File: src/rtl/tdm_demux_pkg.sv
// Shared types and constants for the 8-channel TDM demultiplexer.
package tdm_demux_pkg;

  localparam int CHANNELS = 8;
  localparam int SLOT_W   = 3;
  localparam logic [SLOT_W-1:0] LAST_SLOT = 3'd7;

  typedef enum logic {
    HUNT   = 1'b0,
    ACTIVE = 1'b1
  } state_e;

endpackage

File: src/rtl/tdm_capture_bank.sv
// Per-channel shadow registers plus the published frame register.
module tdm_capture_bank
  import tdm_demux_pkg::*;
#(
  parameter int WIDTH = 1
) (
  input  logic                      clk,
  input  logic                      rst,
  input  logic                      wr_en,
  input  logic [SLOT_W-1:0]         wr_slot,
  input  logic [WIDTH-1:0]          wr_data,
  input  logic                      publish,
  output logic [CHANNELS*WIDTH-1:0] pub_data
);

  // Slot 7 never needs a shadow: its beat goes straight into the published word.
  logic [WIDTH-1:0]          shadow_q [CHANNELS-1];
  logic [CHANNELS*WIDTH-1:0] pub_q;

  always_ff @(posedge clk) begin
    if (rst) begin
      for (int k = 0; k < CHANNELS - 1; k++) shadow_q[k] <= '0;
      pub_q <= '0;
    end else begin
      if (wr_en && (wr_slot != LAST_SLOT)) shadow_q[wr_slot] <= wr_data;
      if (publish) begin
        for (int k = 0; k < CHANNELS - 1; k++) pub_q[k*WIDTH +: WIDTH] <= shadow_q[k];
        pub_q[(CHANNELS-1)*WIDTH +: WIDTH] <= wr_data;
      end
    end
  end

  assign pub_data = pub_q;

endmodule

File: src/rtl/tdm_demux_8ch.sv
// 8-channel TDM receiver: slot tracking FSM with frame publish and framing-error resync.
module tdm_demux_8ch
  import tdm_demux_pkg::*;
#(
  parameter int WIDTH = 1
) (
  input  logic                      clk,
  input  logic                      rst,
  input  logic                      in_valid,
  input  logic                      in_sync,
  input  logic [WIDTH-1:0]          in_data,
  output logic [CHANNELS*WIDTH-1:0] out_data,
  output logic                      out_valid,
  output logic                      locked,
  output logic [SLOT_W-1:0]         slot,
  output logic                      frame_err
);

  state_e            state_q, state_d;
  logic [SLOT_W-1:0] slot_q, slot_d;
  logic              out_valid_q, out_valid_d;
  logic              frame_err_q, frame_err_d;
  logic              wr_en;
  logic [SLOT_W-1:0] wr_slot;
  logic              publish;

  always_ff @(posedge clk) begin
    if (rst) begin
      state_q     <= HUNT;
      slot_q      <= '0;
      out_valid_q <= 1'b0;
      frame_err_q <= 1'b0;
    end else begin
      state_q     <= state_d;
      slot_q      <= slot_d;
      out_valid_q <= out_valid_d;
      frame_err_q <= frame_err_d;
    end
  end

  always_comb begin
    state_d     = state_q;
    slot_d      = slot_q;
    out_valid_d = 1'b0;
    frame_err_d = 1'b0;
    wr_en       = 1'b0;
    wr_slot     = slot_q;
    publish     = 1'b0;
    if (in_valid) begin
      unique case (state_q)
        HUNT: begin
          if (in_sync) begin
            wr_en   = 1'b1;
            wr_slot = '0;
            slot_d  = 3'd1;
            state_d = ACTIVE;
          end
        end
        ACTIVE: begin
          if (in_sync) begin
            // A sync anywhere but slot 0 is a short frame; restart on this beat.
            frame_err_d = (slot_q != '0);
            wr_en       = 1'b1;
            wr_slot     = '0;
            slot_d      = 3'd1;
          end else if (slot_q == '0) begin
            frame_err_d = 1'b1;
            state_d     = HUNT;
            slot_d      = '0;
          end else if (slot_q == LAST_SLOT) begin
            publish     = 1'b1;
            out_valid_d = 1'b1;
            slot_d      = '0;
          end else begin
            wr_en  = 1'b1;
            slot_d = slot_q + 3'd1;
          end
        end
        default: begin
          state_d = HUNT;
          slot_d  = '0;
        end
      endcase
    end
  end

  tdm_capture_bank #(
    .WIDTH(WIDTH)
  ) u_bank (
    .clk      (clk),
    .rst      (rst),
    .wr_en    (wr_en),
    .wr_slot  (wr_slot),
    .wr_data  (in_data),
    .publish  (publish),
    .pub_data (out_data)
  );

  assign out_valid = out_valid_q;
  assign frame_err = frame_err_q;
  assign locked    = (state_q == ACTIVE);
  assign slot      = slot_q;

endmodule
File: config.mk
export PLATFORM = sky130hd
export DESIGN_NAME = tdm_demux_8ch
export DESIGN_NICKNAME = d
export VERILOG_FILES = /design/src/rtl/tdm_demux_pkg.sv /design/src/rtl/tdm_capture_bank.sv /design/src/rtl/tdm_demux_8ch.sv
export SDC_FILE = /design/constraint.sdc
export NUM_CORES = 1
export LEC_CHECK = 0
export ABC_AREA = 1
export BUFFER_PORTS_ARGS = -buffer_cell sky130_fd_sc_hd__buf_2
export CAP_MARGIN = 25
export CORE_ASPECT_RATIO = 0.75
export CORE_UTILIZATION = 50
export DETAILED_ROUTE_END_ITERATION = 16
export PLACE_DENSITY = 0.73
export SYNTH_ARGS = -nofsm -noshare
export SYNTH_HDL_FRONTEND = slang
export SYNTH_HIERARCHICAL = 1
export SYNTH_SLANG_ARGS = --single-unit
File: constraint.sdc
create_clock -name clk -period 4.8 [get_ports clk]
set_clock_uncertainty 0.05 [all_clocks]
set_input_delay 1.2 -clock clk [delete_from_list [all_inputs] [get_ports clk]]
set_output_delay 1.2 -clock clk [all_outputs]
set_load 0.05 [all_outputs]
==> metrics.md, run 1 <==
| Metric | Value |
|---|---|
| Hold Fails Final Rpt | 0 |
| Post-detail-place hpwl | 1490 um |
| Primary FF master, synth | dfxtp_1 |
| RSZ-0062 raised after global routing | no |
| Most frequent cell after synthesis | nor2_1 |
| Yosys warnings | 13 |
| Leakage power | 0.538 nW |
| Max-Cap Viols | 0 |
| Worst Hold Endpoint | u_bank/pub_data[4]$_SDFFE_PP0P_ |
| Final Cycle Share | 50.9% |
| Tmin final | 2.44 ns |
| DRC | 0 |
| Max Slew Vio Count | 0 |
| Critical path required time | 4.79 ns |
| Commonest cells in the synthesized netlist | nor2_1 (28), nand2_1 (23), dfxtp_1 (15), inv_1 (10), nand3_1 (10) |
| Max Fclk | 409 MHz |
| Slew HR | 61.5% |
| Hold path depth | 2 |
| Total CTS buffers | 3 |
| Router iterations before antenna repair | 5 |
| Drt wl/cell | 11.6 um |
| Antenna-violating nets left | 0 |
| Sequential share of the synthesized area | 48.5% |
| CP Class | in2reg |
| Number of antenna cells inserted | 0 |
| Filler cells | 162 |
| Placer Congestion | 0.912 |
| Number of synthesized flops with an enable pin | 6 |
| Largest area contributor in the netlist | dfxtp_1 |
| Worst R2R Path Depth | 8 |
| Worst-case clock buffer depth | 2 |
| Root Driver | clkbuf_4 |
| Area grow syn2layout | 13.7% |
| CP Launch Type | primary input |
| Status | completed |
| Setup-failing EPs final | 0 |
| Largest net degree at the start of global routing | 19 |
| DR vias | 899 |
| DR vias/cell | 5.26 |
| Synth top area cells | dfxtp_1 (30%), edfxtp_1 (18%), nor2_1 (11%) |
| Post-Layout Cell Count | 171 |
| Vias in the first global route | 739 |
| Initial antenna violation count | 0 |
| Critical Path End Type | register |
| Final TNS setup | 0 ns |
| Hold Buf Count CTS | 0 |
| Fraction of registers with async set/reset | 0% |
| Post-CTS Setup Bufs | 0 |
| Power density cells | 268 nW/um2 |
| Initial Util | 55.3% |
| Row count | 13 |
| Share of the synthesized area in the top cell type | 30.3% |
| Syn_nets | 137 |
| Max VDD drop | 199 uV |
| CTS Sinks | 21 |
| Worst Hold Class | reg2reg |
| Overall die area | 2160 um2 |
| RR Startpoint | slot[0]$_SDFFE_PP0P_ |
| Tot GR Track Use | 22.2% |
| Hold Crit Start | u_bank/pub_data[4]$_SDFFE_PP0P_ |
| Die width | 53.4 um |
| Placed instance count | 167 |
| Setup slack after layout | 2.36 ns |
| Grt total ovfl | 0 |
| First-pass GRT wire length | 3220 um |
| Power, Total | 0.301 mW |
| Sequential cell area | 480 um2 |
| Least-Margin Pin Slew | 0.575 ns |
| Post-Syn Instances | 129 |
| Post-CTS sizing | 0 |
| Worst slack at placement | 2.07 ns |
| Finished Core Util | 62.9% |
| Critical path arrival | 2.43 ns |
| Layout cells sized above 1 | 24.2% |
| CTS tree | yes |
| Multi-input logic area | 434 um2 |
| CTS H-tree depth | 1 |
| Cell area after synthesis | 990 um2 |
| Number of I/O port buffers | 18 |
| R2R setup slack | 2.68 ns |
| Die Y-Extent | 40.5 um |
| #FFs+latches synth | 21 |
| Synthesized area per cell | 7.67 um2 |
| IO Count | 19 |
| Area of the core | 1790 um2 |
| Fin nets | 158 |
| CP max FO | 6 |
| Clock-pin slew on the worst setup and hold paths | 0.11 ns |
| Initial DRC count | 28 |
| Synth unique cells | 20 |
| Reg-to-Reg End | u_bank/shadow_q[4]$_SDFFCE_PN0P_ |
| Clk_lat worst skew | 0.30 ns |
| WL final | 1990 um |
## critical path, cell delays in order
cell and delay (ns):
buf_2 0.12, inv_1 0.08, nand3_1 0.10, nand2_1 0.05
nor2_1 0.32, nand4_1 0.19, or2_1 0.28, nand2_1 0.08
## stage by stage
step / instance area [um2] / hold slack (ns)
after global routing: 1120 / 0.470
final: 1120 / 0.440
after global placement: 1100 / 0.417
after CTS: 1120 / 0.446
after detailed placement: 1100 / 0.418
after floorplan: 990 / 0.397
## how the worst max path moves through the flow
stage	startpoint	end	slack [ns]	cells past startpoint
floorplan	in_sync	u_bank/shadow_q[4]$_SDFFCE_PN0P_	2.43	7
global placement	in_sync	u_bank/shadow_q[4]$_SDFFCE_PN0P_	2.14	8
detailed placement	in_sync	u_bank/shadow_q[4]$_SDFFCE_PN0P_	2.07	8
CTS	in_sync	u_bank/shadow_q[4]$_SDFFCE_PN0P_	2.41	8
global route	in_sync	u_bank/shadow_q[4]$_SDFFCE_PN0P_	2.34	8
finish	in_sync	u_bank/shadow_q[4]$_SDFFCE_PN0P_	2.36	8
## sequential cells by signal, indices dropped and copies added (netlist names)
register,flops
u_bank/pub_data,8
u_bank/shadow_q,7
slot,3
frame_err,1
locked,1
out_valid,1
## metal layers
metal | vias to the layer above | global-route usage (%) | wire (um)
met5 | - | 0 | 0
met4 | 0 | 9.21 | 20
met3 | 4 | 8.71 | 150
li1 | 458 | - | -
met1 | 400 | 29.6 | 1000
met2 | 37 | 31.6 | 811
## where the power goes
part,switching [mW],internal (mW)
Clock,0.0530,0.0311
Combinational,0.0213,0.00819
Sequential,0.00219,0.185
## kinds of logic (layout without fill, tap and decap cells)
group | count (synthesis) | in the layout | share of synthesized area, %
flip-flops | 21 | 21 | 48.5
adder cells (fa/ha/maj) | 3 | 3 | 3.79
buffers and inverters | 19 | 39 | 7.59
AND/OR/NAND/NOR | 71 | 71 | 32.1
AO/OA/AOI/OAI | 15 | 15 | 7.96
## area by class of cell
| type | instances | area share (%) |
|---|---|---|
| Clock buffer | 3 | 2.00 |
| Clock inverter | 1 | 0.445 |
| Inverter | 17 | 5.78 |
| Multi-Input combinational cell | 89 | 38.6 |
| Sequential cell | 21 | 42.7 |
| Tap cell | 22 | 2.45 |
| Timing Repair Buffer | 18 | 8.01 |
## placed cells by master (no fill, tap or decap), drive strengths merged
master / count
or2: 1
buf: 18
o21ai: 9
nand2: 25
clkinv: 2
nor3: 2
nand4: 3
nor2: 29
a21oi: 6
inv: 16
nand3: 10
edfxtp: 6
nor3b: 1
clkbuf: 3
dfxtp: 15
ha: 3
No activity file was read; power rests on OpenSTA's default activity.
==> run 2, diff against run 1 <==
- ABC_AREA: 1 -> 0
- clock period: 4.8 -> 2.5 ns (I/O delays scaled with it)
==> run 2 against run 1 <==
Compared with the run above: non-clock buffer count grew 2; power grew 96%; synthesized area grew 3.8%; global-route usage shrank 1.2 points; first-iteration DRC count shrank 54%; highest routed layer unchanged; sequential share of layout area shrank 0.79 points; utilization is essentially flat; sequential cell count is the same; via count shrank 16%; register-to-register slack lost 2.4 ns; combinational power grew 100%; largest cell class is now multi-input combinational cells; final area grew 1.9%.
==> metrics.md, run 2 <==
| Metric | Value |
|---|---|
| Synth top area cells | dfxtp_1 (29%), edfxtp_1 (18%), mux2i_1 (8.8%) |
| Slowest cell on crit path | dfxtp_1 |
| Number of synthesized flops with an enable pin | 6 (unchanged) |
| Syn_nets | 106 (-23%) |
| CTS H-tree depth | 1 (unchanged) |
| Slew HR | 63.6% (+2.1 points) |
| Leakage power | 0.481 nW (-11%) |
| Hold Fails Final Rpt | 0 (unchanged) |
| Cell area after synthesis | 1030 um2 (+3.8%) |
| Post-Syn Instances | 98 (-24%) |
| Status | completed |
| CP Launch Type | register |
| Setup-failing EPs final | 0 (unchanged) |
| Max Fclk | 457 MHz |
| Root Driver | clkbuf_4 |
| Placed instance count | 134 (-20%) |
| Most frequent cell after synthesis | dfxtp_1 |
| Antenna-violating nets left | 0 (unchanged) |
| Overall die area | 2240 um2 (+3.6%) |
| Max FFs per register | 8 (unchanged) |
| Fraction of registers with async set/reset | 0% (unchanged) |
| Initial DRC count | 13 (-54%) |
| Largest area contributor in the netlist | dfxtp_1 |
| Share of the synthesized area in the top cell type | 29.2% (-1.1 points) |
| R2R setup slack | 0.31 ns (-2.37 ns) |
| CP cell instances | inv_1, ha_1, or2b_2, a31oi_1, nor2_1, nor2b_4, a31o_2 |
| Tot GR Track Use | 21.0% (-1.2 points) |
| Least-Margin Pin Slew | 0.546 ns (-0.0288 ns) |
| Critical Path End Type | register |
| DR vias/cell | 5.45 (+3.7%) |
| Primary FF master, synth | dfxtp_1 |
| WL final | 1860 um (-6.6%) |
| Setup slack after layout | 0.311 ns (-2.04 ns) |
| Synthesized area per cell | 10.5 um2 (+37%) |
| RSZ-0062 raised after global routing | no |
| First-pass GRT wire length | 3060 um (-5.2%) |
| Max VDD drop | 369 uV (+86%) |
| Vias in the first global route | 681 (-7.8%) |
| CP max FO | 6 (unchanged) |
| Max Slew Vio Count | 0 (unchanged) |
| Post-CTS sizing | 0 (unchanged) |
| Commonest cells in the synthesized netlist | dfxtp_1 (15), nor2_1 (11), mux2i_1 (9), edfxtp_1 (6) |
| Layout cells sized above 1 | 29.3% (+5.1 points) |
| Worst-case clock buffer depth | 2 (unchanged) |
| Placer Congestion | 0.826 (-9.4%) |
| Most used cells in the layout excluding fill and tap cells | buf_2 (18), dfxtp_1 (15), nor2_1 (11) |
| CP Launch Point | slot[0]$_SDFFE_PP0P_ |
| Drt wl/cell | 13.4 um (+16%) |
| Clock-pin slew on the worst setup and hold paths | 0.12 ns (about the same) |
| Tmin final | 2.19 ns |
| Post-CTS Setup Bufs | 0 (unchanged) |
| Final TNS setup | 0 ns (unchanged) |
| Worst R2R Path Depth | 7 (-1) |
| Post-Layout Cell Count | 138 (-19%) |
| Worst setup path endpoint | u_bank/shadow_q[3]$_SDFFCE_PN0P_ |
| Sequential share of the synthesized area | 46.8% (-1.8 points) |
| Area grow syn2layout | 11.6% |
| Die width | 54.3 um (+1.8%) |
| Clk_lat worst skew | 0.31 ns (about the same) |
| Die Y-Extent | 41.3 um (+1.8%) |
| Worst path max stage delay | 0.43 ns (+0.11 ns) |
| Power density cells | 514 nW/um2 (+92%) |
| Number of antenna cells inserted | 0 (unchanged) |
| #FFs+latches synth | 21 (unchanged) |
| Initial antenna violation count | 0 (unchanged) |
| Area of the core | 1820 um2 (+1.8%) |
| Post-detail-place hpwl | 1300 um (-13%) |
| Worst Hold Class | reg2reg |
| Power, Total | 0.590 mW (+96%) |
| Delay-heaviest family, CP | simple AND/OR/NAND/NOR gates |
| Hold Buf Count CTS | 0 (unchanged) |
| Final Cycle Share | 87.6% |
| DRC | 0 (unchanged) |
| DR vias | 752 (-16%) |
| Fin nets | 125 (-21%) |
| Worst slack at placement | 0.364 ns (-1.71 ns) |
| Yosys warnings | 13 (unchanged) |
| CP bufs+invs | 1 (-1) |
| Number of I/O port buffers | 18 (unchanged) |
| Reg-to-Reg End | u_bank/shadow_q[3]$_SDFFCE_PN0P_ |
| Cell depth of the worst setup path | 7 (-1) |
| IO Count | 19 (unchanged) |
| Grt total ovfl | 0 (unchanged) |
| Row count | 13 (unchanged) |
| Initial Util | 56.4% (+1.1 points) |
| Router iterations before antenna repair | 4 (-1) |
| Max-Cap Viols | 0 (unchanged) |
| Synth unique cells | 33 (+65%) |
| CTS tree | yes |
| CP Class | reg2reg |
| RR Startpoint | slot[0]$_SDFFE_PP0P_ |
| Critical path required time | 2.50 ns (-2.29 ns) |
| CTS Sinks | 21 (unchanged) |
| Critical path arrival | 2.19 ns (-0.24 ns) |
| Finished Core Util | 62.9% (about the same) |
| Total CTS buffers | 3 (unchanged) |
| Most common cell after layout, fill and taps aside | buf_2 |
| Largest net degree at the start of global routing | 26 (+7) |
## run 2: final cells by class
class / instances / area (um2)
repair buffers: 20 / 105
clock inverters: 1 / 5.00
multi-input cells: 66 / 487
flip-flops and latches: 21 / 480
well taps: 22 / 27.5
fillers: 159 / 676
inverters: 5 / 18.8
clock buffers: 3 / 22.5
## run 2: logic make-up (layout without fill, tap and decap cells)
family / count (synthesis) / after routing / share of synthesized area (%)
adders and majority gates: 3 / 3 / 3.65
xor gates and xnor gates: 1 / 1 / 0.853
and+or+nand+nor: 37 / 37 / 23.1
DFF: 21 / 21 / 46.8
muxes: 9 / 9 / 8.77
buffers and inverters: 11 / 29 / 5.85
AOI/OAI and AO/OA: 16 / 16 / 11.0
## run 2: worst min path at each step
stage,from,end,slack (ns),depth (start not counted)
global placement,u_bank/shadow_q[5]$_DFFE_PP_,u_bank/pub_data[5]$_SDFFE_PP0P_,0.41,2
global route,u_bank/shadow_q[6]$_SDFFE_PP0P_,u_bank/shadow_q[6]$_SDFFE_PP0P_,0.48,2
floorplan,u_bank/shadow_q[6]$_SDFFE_PP0P_,u_bank/shadow_q[6]$_SDFFE_PP0P_,0.40,2
CTS,u_bank/shadow_q[6]$_SDFFE_PP0P_,u_bank/shadow_q[6]$_SDFFE_PP0P_,0.45,2
detailed placement,u_bank/pub_data[3]$_SDFFE_PP0P_,u_bank/pub_data[3]$_SDFFE_PP0P_,0.43,2
finish,u_bank/shadow_q[6]$_SDFFE_PP0P_,u_bank/shadow_q[6]$_SDFFE_PP0P_,0.44,2
## run 2: per-stage QoR
stage	cell area, um2	hold slack, ns
global placement	1120	0.413
CTS	1150	0.449
floorplan	1030	0.401
global route	1150	0.478
finish	1150	0.442
detailed placement	1120	0.426
## run 2: power breakdown
group / switching, mW / internal, mW
clock: 0.108 / 0.0599
combinational: 0.0386 / 0.0216
sequential: 0.00478 / 0.356
## run 2: tightest hold or removal path: cells and delay by family (launching register included)
kind | cells | cell delay, ns
DFF | 1 | 0.33
and+or+nand+nor | 1 | 0.06
muxes | 1 | 0.06
## run 2: routing by layer
| metal | routed length (um) | up-vias | track usage (%) |
|---|---|---|---|
| li1 | - | 391 | - |
| met1 | 937 | 336 | 26.7 |
| met5 | 0 | - | 0 |
| met4 | 23 | 0 | 9.62 |
| met2 | 806 | 23 | 31.7 |
| met3 | 88 | 2 | 7.78 |
